[config.mk]
export PLATFORM = sky130hd
export DESIGN_NAME = mem_access_sequencer
export DESIGN_NICKNAME = d
export VERILOG_FILES = /design/src/rtl/mem_access_sequencer.sv
export SDC_FILE = /design/constraint.sdc
export NUM_CORES = 1
export LEC_CHECK = 0
export CAP_MARGIN = 10
export CORE_MARGIN = 5
export CORE_UTILIZATION = 45
export CTS_CLUSTER_DIAMETER = 80
export DETAILED_ROUTE_END_ITERATION = 6
export HOLD_SLACK_MARGIN = 0.06
export PLACE_DENSITY = 0.77
export SLEW_MARGIN = 30
export SYNTH_ARGS = -nofsm -noshare
export SYNTH_HDL_FRONTEND = slang
export SYNTH_SLANG_ARGS = --single-unit
[constraint.sdc]
create_clock -name clk -period 2.3 [get_ports clk]
set_input_delay 0.46 -clock clk [delete_from_list [all_inputs] [get_ports clk]]
set_output_delay 0.46 -clock clk [all_outputs]
set_load 0.01 [all_outputs]
[src/rtl/mem_access_sequencer.sv]
// Load/store sequencer for a bit-serial core: shifts the address, checks alignment,
// then runs the memory handshake and serial data phase. Define MEM_TIMEOUT_EN for a 16-cycle ack timeout.
module mem_access_sequencer (
  input  logic       clk,
  input  logic       rst,
  input  logic       start,
  input  logic       is_store,
  input  logic [2:0] func,
  input  logic       addr_bit,
  input  logic       ser_misaligned,
  input  logic       mem_ack,
  output logic       busy,
  output logic       done,
  output logic       fault,
  output logic [4:0] bit_pos,
  output logic       ser_mode,
  output logic       ser_in_switch,
  output logic       bit_valid,
  output logic       mem_re,
  output logic       mem_we,
  output logic [3:0] mem_be
);

  // state  | meaning
  // IDLE   | waiting for start
  // ADDR   | 12 address bits shifted, low two captured
  // CHECK  | alignment verdict from the serialiser
  // READ   | mem_re held until ack
  // LDATA  | 32 load bits shifted with extension enabled
  // SDATA  | 8/16/32 store bits shifted
  // WRITE  | mem_we/mem_be held until ack
  // DONE   | one-cycle completion
  typedef enum logic [2:0] {
    S_IDLE, S_ADDR, S_CHECK, S_READ, S_LDATA, S_SDATA, S_WRITE, S_DONE
  } state_t;

  localparam logic [1:0] SZ_BYTE = 2'b00;
  localparam logic [1:0] SZ_HALF = 2'b01;
  localparam logic [1:0] SZ_WORD = 2'b10;

  state_t     r_state;
  state_t     w_next;
  logic [4:0] r_cnt;
  logic       r_is_store;
  logic [1:0] r_size;
  logic [1:0] r_addr_lo;
  logic [4:0] w_sdata_last;
  logic [1:0] w_size_in;
  logic       w_cnt_en;
  logic       w_timeout;

  // Signedness is applied by the serialiser, so func[2] is not needed here.
  logic       w_unused_func;
  assign w_unused_func = func[2];

  always_comb begin
    case (func[1:0])
      2'b00:   w_size_in = SZ_BYTE;
      2'b01:   w_size_in = SZ_HALF;
      default: w_size_in = SZ_WORD;
    endcase
  end

  always_comb begin
    case (r_size)
      SZ_BYTE: w_sdata_last = 5'd7;
      SZ_HALF: w_sdata_last = 5'd15;
      default: w_sdata_last = 5'd31;
    endcase
  end

`ifdef MEM_TIMEOUT_EN
  logic [3:0] r_to;

  // Down-counter reloaded outside the handshake; reaching zero without ack ends the access.
  always_ff @(posedge clk) begin
    if (rst) begin
      r_to <= 4'hF;
    end else if ((r_state == S_READ || r_state == S_WRITE) && !mem_ack) begin
      r_to <= r_to - 4'd1;
    end else begin
      r_to <= 4'hF;
    end
  end

  assign w_timeout = (r_state == S_READ || r_state == S_WRITE) && !mem_ack && (r_to == 4'd0);
`else
  assign w_timeout = 1'b0;
`endif

  always_ff @(posedge clk) begin
    if (rst) begin
      r_state <= S_IDLE;
    end else begin
      r_state <= w_next;
    end
  end

  assign w_cnt_en = (r_state == S_ADDR) || (r_state == S_LDATA) || (r_state == S_SDATA);

  always_ff @(posedge clk) begin
    if (rst) begin
      r_cnt      <= 5'd0;
      r_is_store <= 1'b0;
      r_size     <= SZ_BYTE;
      r_addr_lo  <= 2'b00;
    end else begin
      if (r_state == S_IDLE && start) begin
        r_is_store <= is_store;
        r_size     <= w_size_in;
      end
      if (r_state == S_ADDR && r_cnt == 5'd0) r_addr_lo[0] <= addr_bit;
      if (r_state == S_ADDR && r_cnt == 5'd1) r_addr_lo[1] <= addr_bit;
      if (w_next != r_state || !w_cnt_en) begin
        r_cnt <= 5'd0;
      end else begin
        r_cnt <= r_cnt + 5'd1;
      end
    end
  end

  always_comb begin
    w_next = r_state;
    case (r_state)
      S_IDLE:  if (start) w_next = S_ADDR;
      S_ADDR:  if (r_cnt == 5'd11) w_next = S_CHECK;
      S_CHECK: begin
        if (ser_misaligned)  w_next = S_IDLE;
        else if (r_is_store) w_next = S_SDATA;
        else                 w_next = S_READ;
      end
      S_READ: begin
        if (mem_ack)        w_next = S_LDATA;
        else if (w_timeout) w_next = S_IDLE;
      end
      S_LDATA: if (r_cnt == 5'd31) w_next = S_DONE;
      S_SDATA: if (r_cnt == w_sdata_last) w_next = S_WRITE;
      S_WRITE: begin
        if (mem_ack)        w_next = S_DONE;
        else if (w_timeout) w_next = S_IDLE;
      end
      S_DONE:  w_next = S_IDLE;
      default: w_next = S_IDLE;
    endcase
  end

  always_comb begin
    busy          = (r_state != S_IDLE);
    done          = 1'b0;
    fault         = 1'b0;
    bit_pos       = 5'd0;
    ser_mode      = 1'b0;
    ser_in_switch = 1'b0;
    bit_valid     = 1'b0;
    mem_re        = 1'b0;
    mem_we        = 1'b0;
    mem_be        = 4'b0000;
    case (r_state)
      S_ADDR: begin
        bit_pos   = r_cnt;
        ser_mode  = 1'b1;
        bit_valid = 1'b1;
      end
      S_CHECK: begin
        bit_pos = 5'd31;
        fault   = ser_misaligned;
      end
      S_READ: begin
        mem_re = 1'b1;
        fault  = w_timeout;
      end
      S_LDATA: begin
        bit_pos       = r_cnt;
        ser_in_switch = 1'b1;
        bit_valid     = 1'b1;
      end
      S_SDATA: begin
        bit_pos   = r_cnt;
        bit_valid = 1'b1;
      end
      S_WRITE: begin
        mem_we = 1'b1;
        fault  = w_timeout;
        case (r_size)
          SZ_BYTE: mem_be = 4'b0001 << r_addr_lo;
          SZ_HALF: mem_be = r_addr_lo[1] ? 4'b1100 : 4'b0011;
          default: mem_be = 4'b1111;
        endcase
      end
      S_DONE:  done = 1'b1;
      default: ;
    endcase
  end

endmodule

==> results of run 1 <==
[report_power, final]
| part | internal, W | switching (W) |
|---|---|---|
| sequential | 0.000232 | 0.0000103 |
| clock | 0.0000675 | 0.0000846 |
| combinational | 0.0000421 | 0.0000346 |
[worst paths after layout]
kind | from | to | cells after the start
setup / recovery | r_state[0]$_SDFF_PP0_ | bit_pos[4] | 4
hold / removal | r_size[0]$_SDFFE_PP0P_ | r_size[0]$_SDFFE_PP0P_ | 2
setup reg to reg | r_cnt[0]$_SDFF_PP0_ | r_state[1]$_SDFF_PP0_ | 7
hold reg to reg | r_size[0]$_SDFFE_PP0P_ | r_size[0]$_SDFFE_PP0P_ | 2
[state kept, by name (all words and copies together) (netlist names)]
signal,cells
r_state,3
r_addr_lo,2
r_size,2
r_is_store,1
r_cnt,5
[cell usage after synthesis (all sizes together)]
library cell,instances
nand3,4
nand2,2
dfxtp,13
xor2,1
xnor2,2
o21bai,1
and3,2
nor2,10
inv,7
a22oi,1
nand4,1
a21o,6
a21oi,7
o2111ai,1
nor2b,3
nor3b,1
and4,1
ha,4
nand2b,5
or3,3
mux2i,4
nand3b,3
clkdlybuf4s25,1
o21ai,3
nor4bb,1
buf,4
a221oi,2
a211oi,2
and2,1
clkbuf,1
nor3,8
or3b,1
[worst max-delay path: cells and delay by family, from the launching register on]
family	cells	cell delay, ns
AOI/OAI and AO/OA	1	0.11
buffers and inverters	1	0.53
DFF	1	0.38
and+or+nand+nor	2	0.46
[cell type report]
type                       count  share of cell area
sequential                    13              0.2182
multi-input combinational     80              0.4781
timing repair buffer          28              0.2317
inverter                       7             0.02192
tap                           27             0.02818
clock buffer                   4             0.02192
[routing by layer]
layer | routed length (um) | vias up | part of all wire
li1 | - | 426 | -
met1 | 926 | 374 | 0.45
met2 | 975 | 30 | 0.47
met3 | 111 | 5 | 0.054
met4 | 47 | 0 | 0.023
met5 | 0 | - | 0
[through the flow]
stage	setup WS [ns]	utilization	TNS [ns]	total power, W
6_report	0.07324	0.6237	0	0.0004716
5_1_grt	-0.02561	0.6237	-0.09432	0.0004922
4_1_cts	0.05507	0.6172	0	0.0004772
3_5_place_dp	0.1684	0.6003	0	0.0003232
3_3_place_gp	0.1829	0.6003	0	0.0003214
2_1_floorplan	0.5989	-	0	0.0002879
[cell families (layout without fill, tap and decap cells)]
kind of cell	Yosys count	count (layout)
AOI/OAI and AO/OA	23	23
DFF	13	13
xor gates and xnor gates	3	3
buffers and inverters	13	39
muxes	4	4
adders and majority gates	4	4
and+or+nand+nor	46	46
==> results, run 1 <==
- Synthesis produced roughly 110 cells.
- The library cells used most frequently in the layout, excluding fill and tap cells, are clkdlybuf4s50_1 (23), dfxtp_1 (12), nor2_1 (8), nor3_1 (8), inv_1 (7).
- Setup violations remaining at the end of the flow were counted as 0.
- The worst setup path is launched from a flop.
- The clock latency reported for the late side of the worst-skew pair is roughly 0.29 ns.
- The class of the worst hold path is flop to flop.
- The number of antenna violations at the first check in global routing is 0.
- Counting along the longest clock path gives a buffer depth of 2.
- After detailed placement, the total cell area comes to 1154 sq um.
- The global-route wire length before repair is roughly 3.5 mm.
- STA puts the critical path data required time at 1.84 ns.
- The number of instances in the placed design is 155.
- The number of global-route vias before repair is 791.
- The number of antenna cells inserted is 0.
- Of the available clock period, the critical path in the final layout requires 0.9682.
- Dividing the detail-routed wire length by the instance count gives between 10 and 15 um.
- The number of register bits inferred by synthesis is 13.
- The flow ran to the end, and the final reports show no timing, DRC or antenna violations.
- The setup path with the least slack is of type flop to primary output.
- The transition time at the pin with the least slew margin is 0.4949 ns.
- Of the total synthesized cell area, the portion taken by AND, OR, NAND and NOR gates is 0.3146.
- Of the total synthesized cell area, the portion taken by XOR and XNOR cells is 0.02949.
- The die is approximately 54 um tall.
- The horizontal die dimension is approximately 54 um.
- Routability-driven placement finished with a final weighted congestion of 0.7557.
- The floorplan step defined a die boundary enclosing between 2000 and 3000 sq um.
- The number of pins exceeding their max-slew limit in the final report came to 0.
- The sum of net half-perimeters after detailed placement is 1.580 mm.
- The slowest stage cell on the critical path is clkdlybuf4s50_1.
- The final critical-path required period is approximately 2.2 ns.
- Of the post-synthesis cell area, the part taken by muxes is 0.04494.
- The effective utilization at floorplan is 0.4635.
- The net count after synthesis is 120.
- The post-detailed-route DRC marker count is 0.
- The number of core rows is 16.
- The number of ports placed on the die boundary is 27.
- The headroom to the max-slew limit is 0.6675.
- The total routing usage reported by global routing is 0.1677.
- Data arrives at the worst endpoint at about 1.8 ns.
- The layer flagged by global routing as most heavily used is met2.
- The number of design-rule violations left by the first detailed-router iteration is 22.
- After synthesis, the mean cell area works out to roughly 8.4 sq um.
- The endpoint kind of the worst setup timing path is a primary output.
- The hold-fix buffer count after cts is 0.
- The hold violation count in the final report is 0.
- The maximum level of the CTS H-tree is 1.
- For flop-to-flop paths, the worst setup slack is around 0.4 ns.
- Buffers placed on the I/O ports in this run total 25.
- Counting the fill cells in the layout gives around 180.
- The worst stage delay on the critical path is about 0.53 ns.
- Walking the worst path, the cells encountered are nor2_2 > and2_1 > a21o_1 > clkdlybuf4s50_1.
- The smallest hold slack is about 0.54 ns.
- Setup repair after global routing could not meet its margin everywhere.
- The net count reported at finish is approximately 150.
- The clock-pin slew on the worst setup and hold paths is about 0.090 ns.
- The share of the synthesized area in compound gates (AO/OA/AOI/OAI) is 0.1840.
- The maximum fanout along the worst path is 7.
- Of the synthesized area, sequential elements account for 0.2921.
- For met3 alone, demand over resource in global routing was 0.02725.
- Summing all multi-input logic gate instances after layout gives 573.1 sq um.
- The root buffer cell chosen for the clock tree is clkbuf_4.
- Entering global routing, the biggest net connects 17 pins.
- The number of setup buffers added after CTS is 0.
- The remaining number of nets flagged by the antenna check after routing is 0.
- Summing every instance area after synthesis gives around 890 sq um.
- The largest family of logic cells by synthesized area is simple AND/OR/NAND/NOR gates.
- Of the post-synthesis cell area, the dominant cell type holds 0.2921.
- The leakage power figure is ~0.52 nW.
- Clock tree synthesis found a total of 13 sinks.
- The tool flagged a number of max-cap violations equal to 0.
- The global-route track usage on met2 is 0.2789.
- Registers take about 260 sq um.
- After routing the design area is 1199 sq um.
- The achievable clock frequency is 449.1 MHz.
- In the post-synthesis netlist, the biggest area contributors are dfxtp_1 (29%), ha_1 (5.6%), mux2i_1 (4.5%).
- Dividing total power by cell area gives a power density of between 300 and 400 nW/um^2.
- Leaving out fill and tap cells, the most frequent cell in the layout is clkdlybuf4s50_1.
- The met1 usage in global routing is 0.2059.
- The area growth from synthesis to layout is 34.55%.
- For this run, the number of Yosys warnings is 0.
- The post-route clock skew is approximately 0.0062 ns.
- For this block, the routed nets add up to roughly 2.1 mm of wire.
- The aggregate global routing overflow is 0.
- The post-layout instance count excluding filler cells is 159.
- The area share of fa/ha/maj cells after synthesis is 0.05618.
- The fraction of layout cells with a size suffix above 1 is 0.1439.
- The maximum vdd drop is ~0.00035 V.
- TritonCTS built the clock tree.
- The library cell occupying the most area in the post-synthesis netlist is dfxtp_1.
- The CTS buffer count is 3.
- After floorplanning, the core was sized to cover 1922 sq um.
- Dividing the detail-routed via count by the number of cells gives around 5.3.
- After synthesis, the netlist uses 35 different library cells.
- The routed layout has around 840 vias.
- Before antenna repair, the detailed router went through 4 iterations.
- The number of cells upsized or downsized after cts is 3.
Note: power is estimated with default switching activity, not from simulation.
==> run 2, diff against run 1 <==
- ABC_CLOCK_PERIOD_IN_PS: not set -> 2700
- clock period: 2.3 -> 2.7 ns (I/O delays scaled with it)
==> run 2 against run 1 <==
Effect of this change: register-to-register slack gained 0.40 ns; critical path depth stayed put; sequential cell count unchanged; hold slack got worse by 0.0035 ns; sequential share of layout area grew 0.67 points; power shrank 19%; clock skew decreased by 0.0012 ns; sequential power fell by 14%; clock power down 24%; first-iteration DRC count is 73% lower; final cell count decreased by 1.9%; combinational power down 23%.
==> results, run 2 (synthesis gave the netlist of run 1 again) <==
- The flow ran to the end, and the final reports show no timing, DRC or antenna violations.
- After clock tree synthesis, the setup repair step added 0 buffers.
- After detailed routing, the number of remaining DRC violations is 0.
- The maximum vdd drop is 0.0002130 V.
- After clock tree synthesis, the clock-pin slew on the worst setup and hold paths is roughly 0.08 ns.
- The placer's final routability congestion estimate is 0.7477.
- The CTS buffer count is 3.
- The number of design-rule violations left by the first detailed-router iteration is 6.
- Using the TritonRoute via totals, the vias-per-cell ratio works out to ~5.3.
- Entering global routing, the biggest net connects 17 pins.
- The tree is rooted in a clkbuf_4.
- The cell that appears most often on the critical path is nor2_1.
- Gates resized during post-CTS repair numbered 0.
- Power spread over the standard cell area amounts to 331.2 nW/um^2.
- Leaving out fill and tap cells, the most frequent cell in the layout is clkdlybuf4s50_1.
- The clock latency reported for the late side of the worst-skew pair is 0.27 ns.
- The iteration count of the initial detailed-routing pass is 4.
- Along the worst path, the maximum fanout reaches 12.
- The share of power burned in the clock network is 0.303.
- The die covers 2970 sq um.
- The final core area utilization is 0.6022.
- In this run, post-CTS hold repair placed 0 buffers.
- The worst setup path is launched from a flop.
- The endpoint kind of the worst setup timing path is a primary output.
- The post-layout instance count excluding filler cells is 156.
- The number of core rows is 16.
- Of the total power, the share spent switching nets is 0.2487.
- The sum of net half-perimeters after detailed placement is roughly 1.5 mm.
- The cell-internal power is between 0.0002 and 0.0003 W.
- At the pin with the least slew margin, the transition time is around 0.53 ns.
- The worst pin sits at a relative slew slack of 0.6440.
- Counting tap cells, the placed design contains a total of roughly 150 instances.
- Across the run, the number of max-cap violations was 0.
- The worst stage delay on the critical path is roughly 0.54 ns.
- The net count reported at finish is between 100 and 150.
- The final routed wire length divided by cell count is roughly 12 um.
- After detailed routing, the total wire length is between 1.5 and 2 mm.
- The sequential cell fraction of total power is 0.542.
- The initial utilization of the core area, before any placement, comes to 0.4635.
- The number of antenna violations at the first check in global routing is 0.
- For this design the static power due to leakage is roughly 0.46 nW.
- The worst path meets setup with a little over 0.2 ns of slack.
- The switching power is around 0.000095 W.
- The slowest stage cell on the critical path is dfxtp_1.
- In this run the standard cell core region covers slightly below 2000 sq um.
- STA puts the critical path data arrival time at a little under 2 ns.
- The hold violation count in the final report was 0.
- The signal on the critical path passes through nor2_1 > nor2_1 > a21o_1 > clkdlybuf4s50_1.
- Of the cells placed in the final design, the portion with a size suffix greater than 1 is 0.08527.
- By startpoint and endpoint, the worst setup path is classified as flop to primary output.
- The number of global-route vias before repair is 801.
- For the final database, setup skew stands at 0.005018 ns.
- Summed over all layers, the global routing overflow is 0.
- Detailed routing inserted a total of 831 vias.
- The register with the most flip-flops in the layout has 5 of them.
- Derived from the worst setup path, the maximum achievable clock frequency is 400.3 MHz.
- The number of pins exceeding their max-slew limit in the final report came to 0.
- r_cnt holds more flip-flops than any other register.
- The post-placement setup slack is around 0.42 ns.
- The deepest clock path buffer count is 2.
- Of the total power, combinational logic draws 0.155.
- The largest registers in the layout are r_cnt (5), r_state (3).
- The required time of the critical path is 2.16 ns.
- From left edge to right edge, the die measures between 50 and 60 um.
- In the global route stage, overall resource usage came out at 0.1557.
- During placement, the flow inserted port buffers numbering 25.
- The number of clock sinks is 13.
- The post-route clock period utilization is 0.9253.
- The worst path in the final design needs a cycle of about 2.5 ns, including I/O delays and setup.
- TritonCTS built the clock tree.
- The global-route wire length before repair is 3.450 mm.
- In the layout the commonest cells are clkdlybuf4s50_1 (25), dfxtp_1 (13), nor2_1 (10).
- The class of the worst hold path is flop to flop.
- The number of ports placed on the die boundary is 27.
- From synthesis to final layout, the design area changed by 29.92%.
- The number of setup violations in the final report is 0.
- The remaining number of nets flagged by the antenna check after routing is 0.
- Setup repair after global routing left no endpoint under its margin.
- 0 antenna diodes ended up in the layout.
- The die is 54.50 um tall.
- The maximum level of the CTS H-tree is 1.
- After routing, the total negative slack on setup checks comes to 0 ns.
==> run 2: per-stage QoR <==
stage / hold slack, ns / cell area [sq um] / total power, W
finish: 0.5343 / 1157 / 0.0003833
global route: 0.5662 / 1157 / 0.0004052
CTS: 0.5409 / 1157 / 0.0003893
detailed placement: 0.5185 / 1131 / 0.0002723
global placement: 0.5169 / 1131 / 0.0002701
floorplan: 0.4682 / 890.9 / 0.0002452
==> run 2: power by group through the flow <==
stage / Combinational, W / Clock (W) / Sequential [W]
3_5_place_dp: 0.0000598 / 0 / 0.000213
6_report: 0.0000593 / 0.000116 / 0.000208
4_1_cts: 0.0000603 / 0.000121 / 0.000208
3_3_place_gp: 0.0000580 / 0 / 0.000212
5_1_grt: 0.0000667 / 0.000129 / 0.000210
2_1_floorplan: 0.0000376 / 0 / 0.000208
==> run 2: final cells by class <==
cell class	instances	area (sq um)
tap	27	33.78
clock buffer	4	26.28
inverter	7	26.28
sequential	13	260.3
multi-input combinational	80	560.5
fill	187	764.5
timing repair buffer	25	250.2
==> run 2: path summary, 6_finish.rpt <==
check                     startpoint                      end  slack, ns  depth (start not counted)
max            r_state[2]$_SDFF_PP0_               bit_pos[0]       0.20                          4
min reg2reg  r_is_store$_SDFFE_PP0P_  r_is_store$_SDFFE_PP0P_       0.53                          2
max reg2reg      r_cnt[0]$_SDFF_PP0_    r_state[1]$_SDFF_PP0_       0.80                          7
min          r_is_store$_SDFFE_PP0P_  r_is_store$_SDFFE_PP0P_       0.53                          2
==> run 2: metal layers <==
| layer | track usage | vias up | part of all wire |
|---|---|---|---|
| met5 | 0 | - | 0 |
| met1 | 0.2056 | 390 | 0.45 |
| li1 | - | 421 | - |
| met4 | 0.03734 | 0 | 0 |
| met2 | 0.2590 | 20 | 0.49 |
| met3 | 0.02997 | 0 | 0.055 |
==> run 2: critical path, delay by kind of cell, from the launching register on <==
| family | cells | cell delay, ns |
|---|---|---|
| flops | 1 | 0.54 |
| buf+inv | 1 | 0.53 |
| simple gates | 2 | 0.45 |
| compound gates | 1 | 0.17 |
==> run 3, diff against run 2 <==
- ABC_CLOCK_PERIOD_IN_PS: 2700 -> 2600
- clock period: 2.7 -> 2.6 ns (I/O delays scaled with it)
==> run 3 against run 2 <==
Effect of this change: final area is 0.86% higher; combinational power is 5.9% higher; wire length is 3.5% higher; die area stayed put; first-iteration DRC count is 33% higher; hold slack better by 0.0096 ns; sequential power is 4% higher; utilization is 0.52 points higher; critical path depth is 1 lower; via count is 0.12% lower; clock skew is 0.0054 ns higher; largest power group unchanged; highest routed layer is now met4.
==> results, run 3 (synthesis gave the netlist of run 1 again) <==
- The hold path startpoint is r_is_store$_SDFFE_PP0P_.
- The class of the worst hold path is flop to flop.
- The effective utilization at floorplan is 0.4635.
- The placed standard-cell area is 1139 sq um.
- The required time of the critical path is 2.08 ns.
- The first detailed-routing pass took 4 iterations.
- TritonCTS built the clock tree.
- The register with the most flip-flops in the layout has 5 of them.
- The number of design-rule violations left by the first detailed-router iteration is 8.
- The maximum level of the CTS H-tree is 1.
- Setup slack on the worst reg-to-reg path comes out at just over 0.7 ns.
- The kind of start point of the critical path is a flop.
- Of the total power, registers draw 0.524.
- The most frequent standard cell in the layout excluding fill and tap cells is clkdlybuf4s50_1.
- The leakage power figure is between 0.4 and 0.5 nW.
- The final non-filler cell area is between 1000 and 1500 sq um.
- The routed layout has 830 vias.
- Summed over all failing endpoints, the final setup total negative slack is 0 ns.
- Gates resized during post-CTS repair numbered 0.
- The count of filler cells inserted in the layout is between 150 and 200.
- The sequential standard cell area is ~260 sq um.
- The run finished with clean final reports.
- The total area of multi-input combinational cells is ~560 sq um.
- The via density per instance is roughly 5.3.
- Clock skew on the completed layout was measured at 0.01039 ns.
- The share of total power dissipated in the clock network is 0.323.
- After detailed routing, the average wire length per cell comes to between 10 and 15 um.
- The count of nets left with antenna violations once routing finished came out at 0.
- The number of antenna cells inserted is 0.
- The clock latency reported for the late side of the worst-skew pair is about 0.29 ns.
- The clock root buffer master is clkbuf_4.
- The worst-case IR drop observed on VDD is 0.0002304 V.
- For this design, the sink count on the clock tree is 13.
- The smallest clock period supported by the final layout is computed as about 2.4 ns.
- The library cells used most frequently in the layout, excluding fill and tap cells, are clkdlybuf4s50_1 (25), dfxtp_1 (11), nor2_1 (10).
- The number of global-route vias before repair is just over 800.
- Of the total power, the share spent switching nets is 0.2706.
- After clock tree synthesis, the clock-pin slew on the worst setup and hold paths is around 0.090 ns.
- At the pin with the least slew margin, the transition time is between 0.5 and 0.6 ns.
- The sum of net half-perimeters after detailed placement is between 1.5 and 2 mm.
- The number of antenna violations at the first check in global routing is 0.
- The critical path class is flop to primary output.
- In the final layout, the registers with the most flip-flops are r_cnt (5), r_state (3).
- STA classifies the critical path endpoint as a primary output.
- In this run the tightest slew margin relative to its limit is 0.6019.
- In this run the count of I/O pins placed on the die edge is 27.
- Setup repair after global routing left no endpoint under its margin.
- In this run, post-CTS hold repair placed 0 buffers.
- The arrival time of the worst setup path is about 1.9 ns.
- The worst setup path startpoint is r_state[1]$_SDFF_PP0_.
- The switching power is ~0.00011 W.
- The tool flagged a number of max-cap violations equal to 0.
- The pin count of the biggest net entering global routing is 17.
- Ranked by flip-flop count, first place goes to r_cnt.
- In this run the critical register-to-register path is launched from r_cnt[0]$_SDFF_PP0_.
- The number of setup buffers added after CTS is 0.
- Global routing finished with a remaining overflow of 0.
- The horizontal die dimension is 54.50 um.
- The number of core rows is 16.
- The number of buffers added on ports is 25.
- The area of the die is ~3000 sq um.
- The global-route wire length before repair is around 3.4 mm.
- Dividing the final minimum period by the clock period gives 0.9329.
- The fraction of layout cells with a size suffix above 1 is 0.1077.
- The combinational group share of total power is 0.152.
- The total routing usage reported by global routing is 0.1613.
- Dividing total power by cell area gives a power density of 353.3 nW/um^2.
- The cell-internal power is 0.0003008 W.
- At the end of routability-driven placement, the weighted congestion stood at approximately 0.75.
- The floorplan step set the die height to 54.50 um.
- Summed over all layers, the routed wires come to slightly below 2 mm.
- The net count of the finished layout is roughly 150.
- Counting along the longest clock path gives a buffer depth of 2.
- Relative to the synthesized area, the layout overhead comes to 31.04%.
- The post-detailed-route DRC marker count is 0.
- The maximum fanout along the worst path is 16.
- Timing would allow up to between 400 and 500 MHz.
- Setup violations remaining at the end of the flow were counted as 0.
- The number of pins exceeding their max-slew limit in the final report is 0.
- The CTS buffer count is 3.
- The area inside the core boundary is between 1500 and 2000 sq um.
- The hold violation count in the final report was 0.
-- run 3: power groups by stage --
stage | logic, W | clock network [W] | registers (W)
floorplan | 0.0000390 | 0 | 0.000216
global placement | 0.0000613 | 0 | 0.000220
detailed placement | 0.0000633 | 0 | 0.000221
CTS | 0.0000636 | 0.000136 | 0.000216
global route | 0.0000692 | 0.000148 | 0.000218
finish | 0.0000628 | 0.000133 | 0.000216
-- run 3: final timing paths --
| path | endpoint | cells past startpoint |
|---|---|---|
| max | mem_be[0] | 3 |
| min | r_is_store$_SDFFE_PP0P_ | 2 |
| max reg2reg | r_cnt[3]$_SDFF_PP0_ | 7 |
| min reg2reg | r_is_store$_SDFFE_PP0P_ | 2 |
-- run 3: per-stage QoR --
stage	power (W)	setup WS [ns]	util	hold slack [ns]	instances
2_1_floorplan	0.0002546	0.8989	-	0.4682	106
3_5_place_dp	0.0002841	0.3550	0.5924	0.5289	153
6_report	0.0004124	0.1745	0.6074	0.5439	157
3_3_place_gp	0.0002816	0.3603	0.5924	0.5170	153
4_1_cts	0.0004161	0.06910	0.6061	0.5513	157
5_1_grt	0.0004352	0.003845	0.6074	0.5763	157
-- run 3: worst max-delay path, cell delays in order (launching register included) --
cell             delay [ns]
dfxtp_1                0.62
nand3b_1               0.24
a21oi_1                0.20
clkdlybuf4s50_1        0.56
-- run 3: layer usage --
| metal | wire length [um] | GRT usage | vias up |
|---|---|---|---|
| li1 | - | - | 423 |
| met1 | 899 | 0.1905 | 381 |
| met2 | 936 | 0.2689 | 21 |
| met3 | 103 | 0.02725 | 5 |
| met4 | 49 | 0.09959 | 0 |
| met5 | 0 | 0 | - |
-- run 3: final cells by class --
| class | instances | share of cell area |
|---|---|---|
| clock buffer | 4 | 0.02251 |
| inverter | 7 | 0.02251 |
| multi-input combinational | 80 | 0.4802 |
| sequential | 13 | 0.2251 |
| timing repair buffer | 26 | 0.2208 |
| tap | 27 | 0.02894 |
